## src/rtl/vga_ball_engine.sv

```systemverilog
`default_nettype none
// ============================================================================
//  Module   : vga_ball_engine
//  Brief    : Single-clock VGA timing generator with pixel clock-enable
//             divider and a square ball renderer. The ball is steered by
//             buttons (manual) or bounces off the screen edges (bounce).
//  Revision : 1.0 - initial release
// ============================================================================
module vga_ball_engine #(
   parameter int   CLK_DIV    = 2,
   parameter int   H_ACTIVE   = 640,
   parameter int   H_FP       = 16,
   parameter int   H_SYNC     = 96,
   parameter int   H_BP       = 48,
   parameter int   V_ACTIVE   = 480,
   parameter int   V_FP       = 10,
   parameter int   V_SYNC     = 2,
   parameter int   V_BP       = 33,
   parameter logic SYNC_POL   = 1'b0,
   parameter int   BALL_SIZE  = 8,
   parameter int   RGB_W      = 3,
   parameter logic [RGB_W-1:0] BALL_COLOR = 3'b111,
   parameter logic [RGB_W-1:0] BG_COLOR   = 3'b001,
   localparam int  c_H_TOTAL  = H_ACTIVE + H_FP + H_SYNC + H_BP,
   localparam int  c_V_TOTAL  = V_ACTIVE + V_FP + V_SYNC + V_BP,
   localparam int  c_X_W      = $clog2(c_H_TOTAL),
   localparam int  c_Y_W      = $clog2(c_V_TOTAL)
) (
   input  logic             clk,
   input  logic             reset,
   input  logic             mode,
   input  logic             up,
   input  logic             down,
   input  logic             left,
   input  logic             right,
   input  logic [2:0]       speed,
   output logic             h_sync,
   output logic             v_sync,
   output logic [RGB_W-1:0] rgb,
   output logic             active_area,
   output logic [c_X_W-1:0] coord_x,
   output logic [c_Y_W-1:0] coord_y,
   output logic             frame_tick
);

   localparam int c_XMAX     = H_ACTIVE - BALL_SIZE;
   localparam int c_YMAX     = V_ACTIVE - BALL_SIZE;
   localparam int c_HS_START = H_ACTIVE + H_FP;
   localparam int c_HS_END   = H_ACTIVE + H_FP + H_SYNC - 1;
   localparam int c_VS_START = V_ACTIVE + V_FP;
   localparam int c_VS_END   = V_ACTIVE + V_FP + V_SYNC - 1;

   logic pe;

   // Pixel enable: divider counter, or a constant enable when CLK_DIV is 1
   generate
      if (CLK_DIV == 1) begin : g_div_bypass
         assign pe = 1'b1;
      end else begin : g_div
         localparam int c_DIV_W = $clog2(CLK_DIV);
         logic [c_DIV_W-1:0] div_q, div_d;

         // Next divider value, wrapping at CLK_DIV-1
         always_comb begin
            div_d = div_q + 1'b1;
            if (div_q == c_DIV_W'(CLK_DIV - 1)) begin
               div_d = '0;
            end
         end

         // Divider register
         always_ff @(posedge clk or negedge reset) begin
            if (!reset) begin
               div_q <= '0;
            end else begin
               div_q <= div_d;
            end
         end

         assign pe = (div_q == c_DIV_W'(CLK_DIV - 1));
      end
   endgenerate

   logic [c_X_W-1:0] h_cnt_q, h_cnt_d;
   logic [c_Y_W-1:0] v_cnt_q, v_cnt_d;
   logic             h_last, v_last;

   assign h_last     = (h_cnt_q == c_X_W'(c_H_TOTAL - 1));
   assign v_last     = (v_cnt_q == c_Y_W'(c_V_TOTAL - 1));
   assign frame_tick = pe && h_last && v_last;

   // Raster counters advance once per pixel period
   always_comb begin
      h_cnt_d = h_cnt_q;
      v_cnt_d = v_cnt_q;
      if (pe) begin
         if (h_last) begin
            h_cnt_d = '0;
            v_cnt_d = v_last ? '0 : v_cnt_q + 1'b1;
         end else begin
            h_cnt_d = h_cnt_q + 1'b1;
         end
      end
   end

   // Two-flop synchronisers for the buttons: {up, down, left, right}
   logic [3:0] btn_meta_q, btn_meta_d, btn_sync_q, btn_sync_d;
   always_comb begin
      btn_meta_d = {up, down, left, right};
      btn_sync_d = btn_meta_q;
   end

   logic btn_up, btn_down, btn_left, btn_right;
   assign btn_up    = btn_sync_q[3];
   assign btn_down  = btn_sync_q[2];
   assign btn_left  = btn_sync_q[1];
   assign btn_right = btn_sync_q[0];

   // Ball state
   logic [c_X_W-1:0] bx_q, bx_d;
   logic [c_Y_W-1:0] by_q, by_d;
   logic             dx_q, dx_d, dy_q, dy_d;

   // One extra bit so a move past either edge is visible before clamping
   logic [c_X_W:0] x_inc, x_dec;
   logic [c_Y_W:0] y_inc, y_dec;
   logic           x_over, x_under, y_over, y_under;

   assign x_inc   = {1'b0, bx_q} + (c_X_W + 1)'(speed);
   assign x_dec   = {1'b0, bx_q} - (c_X_W + 1)'(speed);
   assign y_inc   = {1'b0, by_q} + (c_Y_W + 1)'(speed);
   assign y_dec   = {1'b0, by_q} - (c_Y_W + 1)'(speed);
   assign x_over  = (x_inc > (c_X_W + 1)'(c_XMAX));
   assign y_over  = (y_inc > (c_Y_W + 1)'(c_YMAX));
   assign x_under = x_dec[c_X_W];
   assign y_under = y_dec[c_Y_W];

   // Ball movement, evaluated only at the frame boundary
   always_comb begin
      bx_d = bx_q;
      by_d = by_q;
      dx_d = dx_q;
      dy_d = dy_q;
      if (frame_tick) begin
         if (mode) begin
            if (dx_q) begin
               if (x_over) begin
                  bx_d = c_X_W'(c_XMAX);
                  dx_d = 1'b0;
               end else begin
                  bx_d = x_inc[c_X_W-1:0];
               end
            end else if (x_under) begin
               bx_d = '0;
               dx_d = 1'b1;
            end else begin
               bx_d = x_dec[c_X_W-1:0];
            end
            if (dy_q) begin
               if (y_over) begin
                  by_d = c_Y_W'(c_YMAX);
                  dy_d = 1'b0;
               end else begin
                  by_d = y_inc[c_Y_W-1:0];
               end
            end else if (y_under) begin
               by_d = '0;
               dy_d = 1'b1;
            end else begin
               by_d = y_dec[c_Y_W-1:0];
            end
         end else begin
            if (btn_right && !btn_left) begin
               bx_d = x_over ? c_X_W'(c_XMAX) : x_inc[c_X_W-1:0];
            end else if (btn_left && !btn_right) begin
               bx_d = x_under ? '0 : x_dec[c_X_W-1:0];
            end
            if (btn_down && !btn_up) begin
               by_d = y_over ? c_Y_W'(c_YMAX) : y_inc[c_Y_W-1:0];
            end else if (btn_up && !btn_down) begin
               by_d = y_under ? '0 : y_dec[c_Y_W-1:0];
            end
         end
      end
   end

   // Pixel classification from the current counter state
   logic in_ball_x, in_ball_y, active, hs_win, vs_win;
   assign in_ball_x = (h_cnt_q >= bx_q) &&
                      ({1'b0, h_cnt_q} < ({1'b0, bx_q} + (c_X_W + 1)'(BALL_SIZE)));
   assign in_ball_y = (v_cnt_q >= by_q) &&
                      ({1'b0, v_cnt_q} < ({1'b0, by_q} + (c_Y_W + 1)'(BALL_SIZE)));
   assign active    = (h_cnt_q < c_X_W'(H_ACTIVE)) && (v_cnt_q < c_Y_W'(V_ACTIVE));
   assign hs_win    = (h_cnt_q >= c_X_W'(c_HS_START)) && (h_cnt_q <= c_X_W'(c_HS_END));
   assign vs_win    = (v_cnt_q >= c_Y_W'(c_VS_START)) && (v_cnt_q <= c_Y_W'(c_VS_END));

   logic             h_sync_q, h_sync_d, v_sync_q, v_sync_d;
   logic             active_q, active_d;
   logic [RGB_W-1:0] rgb_q, rgb_d;
   logic [c_X_W-1:0] coord_x_q, coord_x_d;
   logic [c_Y_W-1:0] coord_y_q, coord_y_d;

   // Video outputs are captured together on pe so they stay aligned
   always_comb begin
      h_sync_d  = h_sync_q;
      v_sync_d  = v_sync_q;
      active_d  = active_q;
      rgb_d     = rgb_q;
      coord_x_d = coord_x_q;
      coord_y_d = coord_y_q;
      if (pe) begin
         h_sync_d  = hs_win ? SYNC_POL : ~SYNC_POL;
         v_sync_d  = vs_win ? SYNC_POL : ~SYNC_POL;
         active_d  = active;
         coord_x_d = h_cnt_q;
         coord_y_d = v_cnt_q;
         if (!active) begin
            rgb_d = '0;
         end else if (in_ball_x && in_ball_y) begin
            rgb_d = BALL_COLOR;
         end else begin
            rgb_d = BG_COLOR;
         end
      end
   end

   // All state registers with asynchronous reset
   always_ff @(posedge clk or negedge reset) begin
      if (!reset) begin
         h_cnt_q    <= '0;
         v_cnt_q    <= '0;
         btn_meta_q <= '0;
         btn_sync_q <= '0;
         bx_q       <= c_X_W'(c_XMAX / 2);
         by_q       <= c_Y_W'(c_YMAX / 2);
         dx_q       <= 1'b1;
         dy_q       <= 1'b1;
         h_sync_q   <= ~SYNC_POL;
         v_sync_q   <= ~SYNC_POL;
         active_q   <= 1'b0;
         rgb_q      <= '0;
         coord_x_q  <= '0;
         coord_y_q  <= '0;
      end else begin
         h_cnt_q    <= h_cnt_d;
         v_cnt_q    <= v_cnt_d;
         btn_meta_q <= btn_meta_d;
         btn_sync_q <= btn_sync_d;
         bx_q       <= bx_d;
         by_q       <= by_d;
         dx_q       <= dx_d;
         dy_q       <= dy_d;
         h_sync_q   <= h_sync_d;
         v_sync_q   <= v_sync_d;
         active_q   <= active_d;
         rgb_q      <= rgb_d;
         coord_x_q  <= coord_x_d;
         coord_y_q  <= coord_y_d;
      end
   end

   assign h_sync      = h_sync_q;
   assign v_sync      = v_sync_q;
   assign active_area = active_q;
   assign rgb         = rgb_q;
   assign coord_x     = coord_x_q;
   assign coord_y     = coord_y_q;

endmodule
`default_nettype wire

```

## config.mk

```make
export PLATFORM = sky130hd
export DESIGN_NAME = vga_ball_engine
export DESIGN_NICKNAME = d
export VERILOG_FILES = /design/src/rtl/vga_ball_engine.sv
export SDC_FILE = /design/constraint.sdc
export NUM_CORES = 1
export LEC_CHECK = 0
export CAP_MARGIN = 20
export CORE_MARGIN = 4
export CORE_UTILIZATION = 40
export CTS_CLUSTER_DIAMETER = 30
export DETAILED_ROUTE_END_ITERATION = 8
export SLEW_MARGIN = 5
export SYNTH_ARGS = -nofsm -noshare
export SYNTH_HDL_FRONTEND = slang
export SYNTH_SLANG_ARGS = --single-unit
```

## constraint.sdc

```tcl
create_clock -name clk -period 4.4 [get_ports clk]
set_input_delay 0.44 -clock clk [delete_from_list [all_inputs] [get_ports clk]]
set_output_delay 0.44 -clock clk [all_outputs]
set_load 0.01 [all_outputs]
```

==> metrics.log <==
INFO  metric peak_freq = 0.289 GHz
INFO  metric hold_class = in -> async
INFO  metric drive_above_1_share = 0.117
INFO  metric reg2regPathDepth = 9
INFO  metric cp_data_required_time = 4670 ps
INFO  metric synth_largest_type_area_fraction = 0.274
INFO  metric synth.area.top_cells = sky130_fd_sc_hd__dfrtp_1 (27%), sky130_fd_sc_hd__ha_1 (12%), sky130_fd_sc_hd__dfstp_2 (6.6%)
INFO  metric setup_tns = 0 ps
INFO  metric leak_pwr = 2.67 nW
INFO  metric remaining_drc_errors = 0
INFO  metric grt_antenna_before_repair = 0
INFO  metric clkLatencyLatePin = 350 ps
INFO  metric design.die.area = 15900 um2
INFO  metric crit_path_max_fanout = 11
INFO  metric post_synth_num_cell_types = 77
INFO  metric antenna_cells_inserted = 0
INFO  metric fin_ws = 943 ps
INFO  metric detail_route.wirelength = 13.8 mm
INFO  metric critical_path.startpoint = speed[1]
INFO  metric ys_dominant_reg_cell = sky130_fd_sc_hd__dfrtp_1
INFO  metric timing.max_slew.rel_slack = 0.303
INFO  metric setup.worst_path.class = in -> reg
INFO  metric max_cap_viol_count = 0
INFO  metric routed-via-count = 4543
INFO  metric place.gp.congestion = 0.886
INFO  metric async_reset_ff_frac = 1.00
INFO  metric cts-root-to-sink-buffers = 2
INFO  metric design.core.area = 13500 um2
INFO  metric placed_area = 6010 um2
INFO  metric cts-resized-gates = 0
INFO  metric crit_path_end_kind = register
INFO  metric ctsRootBufferMaster = sky130_fd_sc_hd__clkbuf_16
INFO  metric grt_usage = 0.176
INFO  metric cts_hold_repair.buffers = 0
INFO  metric fin_crit_sh = 0.786
INFO  metric global_route_wire_length_before_repair = 22.6 mm
INFO  metric run_status = complete, no violations
INFO  metric route.detailed.wl_per_inst = 17.5 um
INFO  metric irDropWorstVdd = 0.157 mV
INFO  metric grt_start_max_net_pins = 76
INFO  metric synthToLayoutAreaGrowth = 14.3%
INFO  metric placed_cells_incl_taps = 772
INFO  metric timing.hold.ws = 47.1 ps
INFO  metric final.setup_skew = 8.06 ps
INFO  metric buffer_ports.inserted = 36
INFO  metric unrepaired_setup_endpoints_after_global_routing = false
INFO  metric critPathLaunchType = input port
INFO  metric layout_commonest_cell = sky130_fd_sc_hd__dfrtp_1
INFO  metric clkSinkCount = 75
INFO  metric postRouteAntennaNets = 0
INFO  metric placement.setup.worst_slack = 682 ps
INFO  metric timing_max_transition_violations_final = 0
INFO  metric cts_tree = yes
INFO  metric worst-r2r-setup-slack = 1230 ps
INFO  metric placementRows = 42
INFO  metric fillerInstances = 1299
INFO  metric finalNetCount = 676
INFO  metric fin_util = 0.473
INFO  metric worstMarginPinSlew = 1030 ps
INFO  metric dpl.hpwl = 10.0 mm
INFO  metric detail_route.iter0.violations = 291
INFO  metric postSynthNetCount = 655
INFO  metric total_power = 1.63 mW
INFO  metric synth_enable_flop_cells = 0
INFO  metric final_area = 6360 um2
INFO  metric finalSetupViolCount = 0
INFO  metric ys_seq_elements = 75
INFO  metric synth_area_leader_cell = sky130_fd_sc_hd__dfrtp_1
INFO  metric post_synth.cell_area_avg = 9.48 um2
INFO  metric non_filler_instance_count_after_layout = 789
INFO  metric netlist_instances = 587
INFO  metric synth_area = 5560 um2
INFO  metric htreeDepth = 3
INFO  metric finalHoldViolations = 0
INFO  metric yosysSeqAreaShare = 0.340
INFO  metric crit-reg2reg-capture = by_q[0]$_DFFE_PN0P_
INFO  metric floorplan.die.height = 126 um
INFO  metric finalCriticalPeriod = 3460 ps
INFO  metric mostFrequentLayoutCells = sky130_fd_sc_hd__dfrtp_1 (61), sky130_fd_sc_hd__ha_1 (54), sky130_fd_sc_hd__o21ai_0 (38)
INFO  metric clk_transition_reported_paths = 60 ps
INFO  metric cellPowerDensity = 256 nW/um2
INFO  metric worstPathArrival = 3730 ps
INFO  metric number_of_optimization_iterations_in_the_first_detailed_route_pass = 5
INFO  metric routed_via_density = 5.76
INFO  metric ios = 37
INFO  metric first_global_vias = 4342
INFO  metric die_x = 126 um
INFO  metric cts-buffers-inserted = 9
INFO  metric synth.yosys.warnings = 0
INFO  metric postCtsSetupBuffers = 0
INFO  metric congestion_overflow_gr = 0
INFO  metric floorplan.initialDensity = 0.414
INFO  metric timing.rr.start = by_q[0]$_DFFE_PN0P_
-- Yosys cell counts (4+ instances only) --
master,n
sky130_fd_sc_hd__nand2_1,37
sky130_fd_sc_hd__a31oi_1,6
sky130_fd_sc_hd__nor3_1,17
sky130_fd_sc_hd__o21ai_0,38
sky130_fd_sc_hd__o21a_1,4
sky130_fd_sc_hd__nand4_1,6
sky130_fd_sc_hd__clkbuf_1,14
sky130_fd_sc_hd__a21oi_1,24
sky130_fd_sc_hd__a211oi_1,11
sky130_fd_sc_hd__mux2_2,21
sky130_fd_sc_hd__nor2_1,23
sky130_fd_sc_hd__nor2b_1,9
sky130_fd_sc_hd__o2111ai_1,6
sky130_fd_sc_hd__buf_2,7
sky130_fd_sc_hd__o211ai_1,4
sky130_fd_sc_hd__inv_1,37
sky130_fd_sc_hd__xnor2_1,30
sky130_fd_sc_hd__buf_4,6
sky130_fd_sc_hd__dfrtp_1,61
sky130_fd_sc_hd__a21o_1,4
sky130_fd_sc_hd__nand3_1,23
sky130_fd_sc_hd__a22oi_1,5
sky130_fd_sc_hd__and3_1,10
sky130_fd_sc_hd__nor4_1,5
sky130_fd_sc_hd__ha_1,54
sky130_fd_sc_hd__or3_1,4
sky130_fd_sc_hd__nand2b_1,14
sky130_fd_sc_hd__o21ai_1,5
sky130_fd_sc_hd__xor2_1,7
sky130_fd_sc_hd__dfstp_2,14
sky130_fd_sc_hd__fa_1,4
sky130_fd_sc_hd__mux2i_1,4
sky130_fd_sc_hd__o31ai_1,6
-- layout make-up --
cell class                 count  area, um2  area share
clock buffer                  10        239      0.0376
multi-input combinational    446       3380       0.532
inverter                      38        143      0.0224
sequential                    75       1890       0.298
tap                          176        220      0.0346
timing repair buffer          38        385      0.0606
clock inverter                 6       93.8      0.0148
-- power breakdown --
group / internal, mW / leakage (nW) / switching, mW
clock network: 0.517 / 0.160 / 0.318
registers: 0.694 / 0.915 / 0.00154
logic: 0.0347 / 1.59 / 0.0625
-- routing by layer --
layer	vias to the layer above	GRT usage	part of all wire	routed length [um]
li1	2205	-	-	-
met1	2213	0.231	0.46	6290
met2	102	0.290	0.49	6720
met3	23	0.0254	0.032	448
met4	0	0.0763	0.025	343
met5	-	0	0	0
-- registers in the layout (all words and copies together) (netlist names) --
signal       cells
by_q            10
dy_q             1
g_div.div_q      1
v_cnt_q         10
v_sync           1
rgb              2
btn_sync_q       4
bx_q            10
btn_meta_q       4
h_sync           1
coord_y         10
coord_x         10
dx_q             1
h_cnt_q         10
-- how the worst max path moves through the flow --
stage          slack, ps                   to
2_1_floorplan       1750  bx_q[3]$_DFFE_PN1P_
3_3_place_gp         840  by_q[0]$_DFFE_PN0P_
3_5_place_dp         680  by_q[0]$_DFFE_PN0P_
4_1_cts             1000  by_q[0]$_DFFE_PN0P_
5_1_grt              630  by_q[0]$_DFFE_PN0P_
6_report             940  by_q[0]$_DFFE_PN0P_
-- cell families after synthesis --
| logic type | count (synthesis) | share of synthesized area |
|---|---|---|
| mux | 25 | 0.0497 |
| fa+ha+maj | 58 | 0.136 |
| compound gates | 159 | 0.203 |
| flops | 75 | 0.340 |
| simple gates | 167 | 0.161 |
| buf+inv | 66 | 0.0515 |
| xor+xnor | 37 | 0.0582 |
-- critical path: stages --
cell and delay, ps:
sky130_fd_sc_hd__clkdlybuf4s50_1 720, sky130_fd_sc_hd__inv_1 120, sky130_fd_sc_hd__ha_1 320, sky130_fd_sc_hd__nor2b_1 160, sky130_fd_sc_hd__o31a_1 400, sky130_fd_sc_hd__a311oi_1 170
sky130_fd_sc_hd__o31ai_1 570, sky130_fd_sc_hd__o211ai_2 310, sky130_fd_sc_hd__a311o_1 450, sky130_fd_sc_hd__o21ai_1 70
No activity file was read; power rests on OpenSTA's default activity.
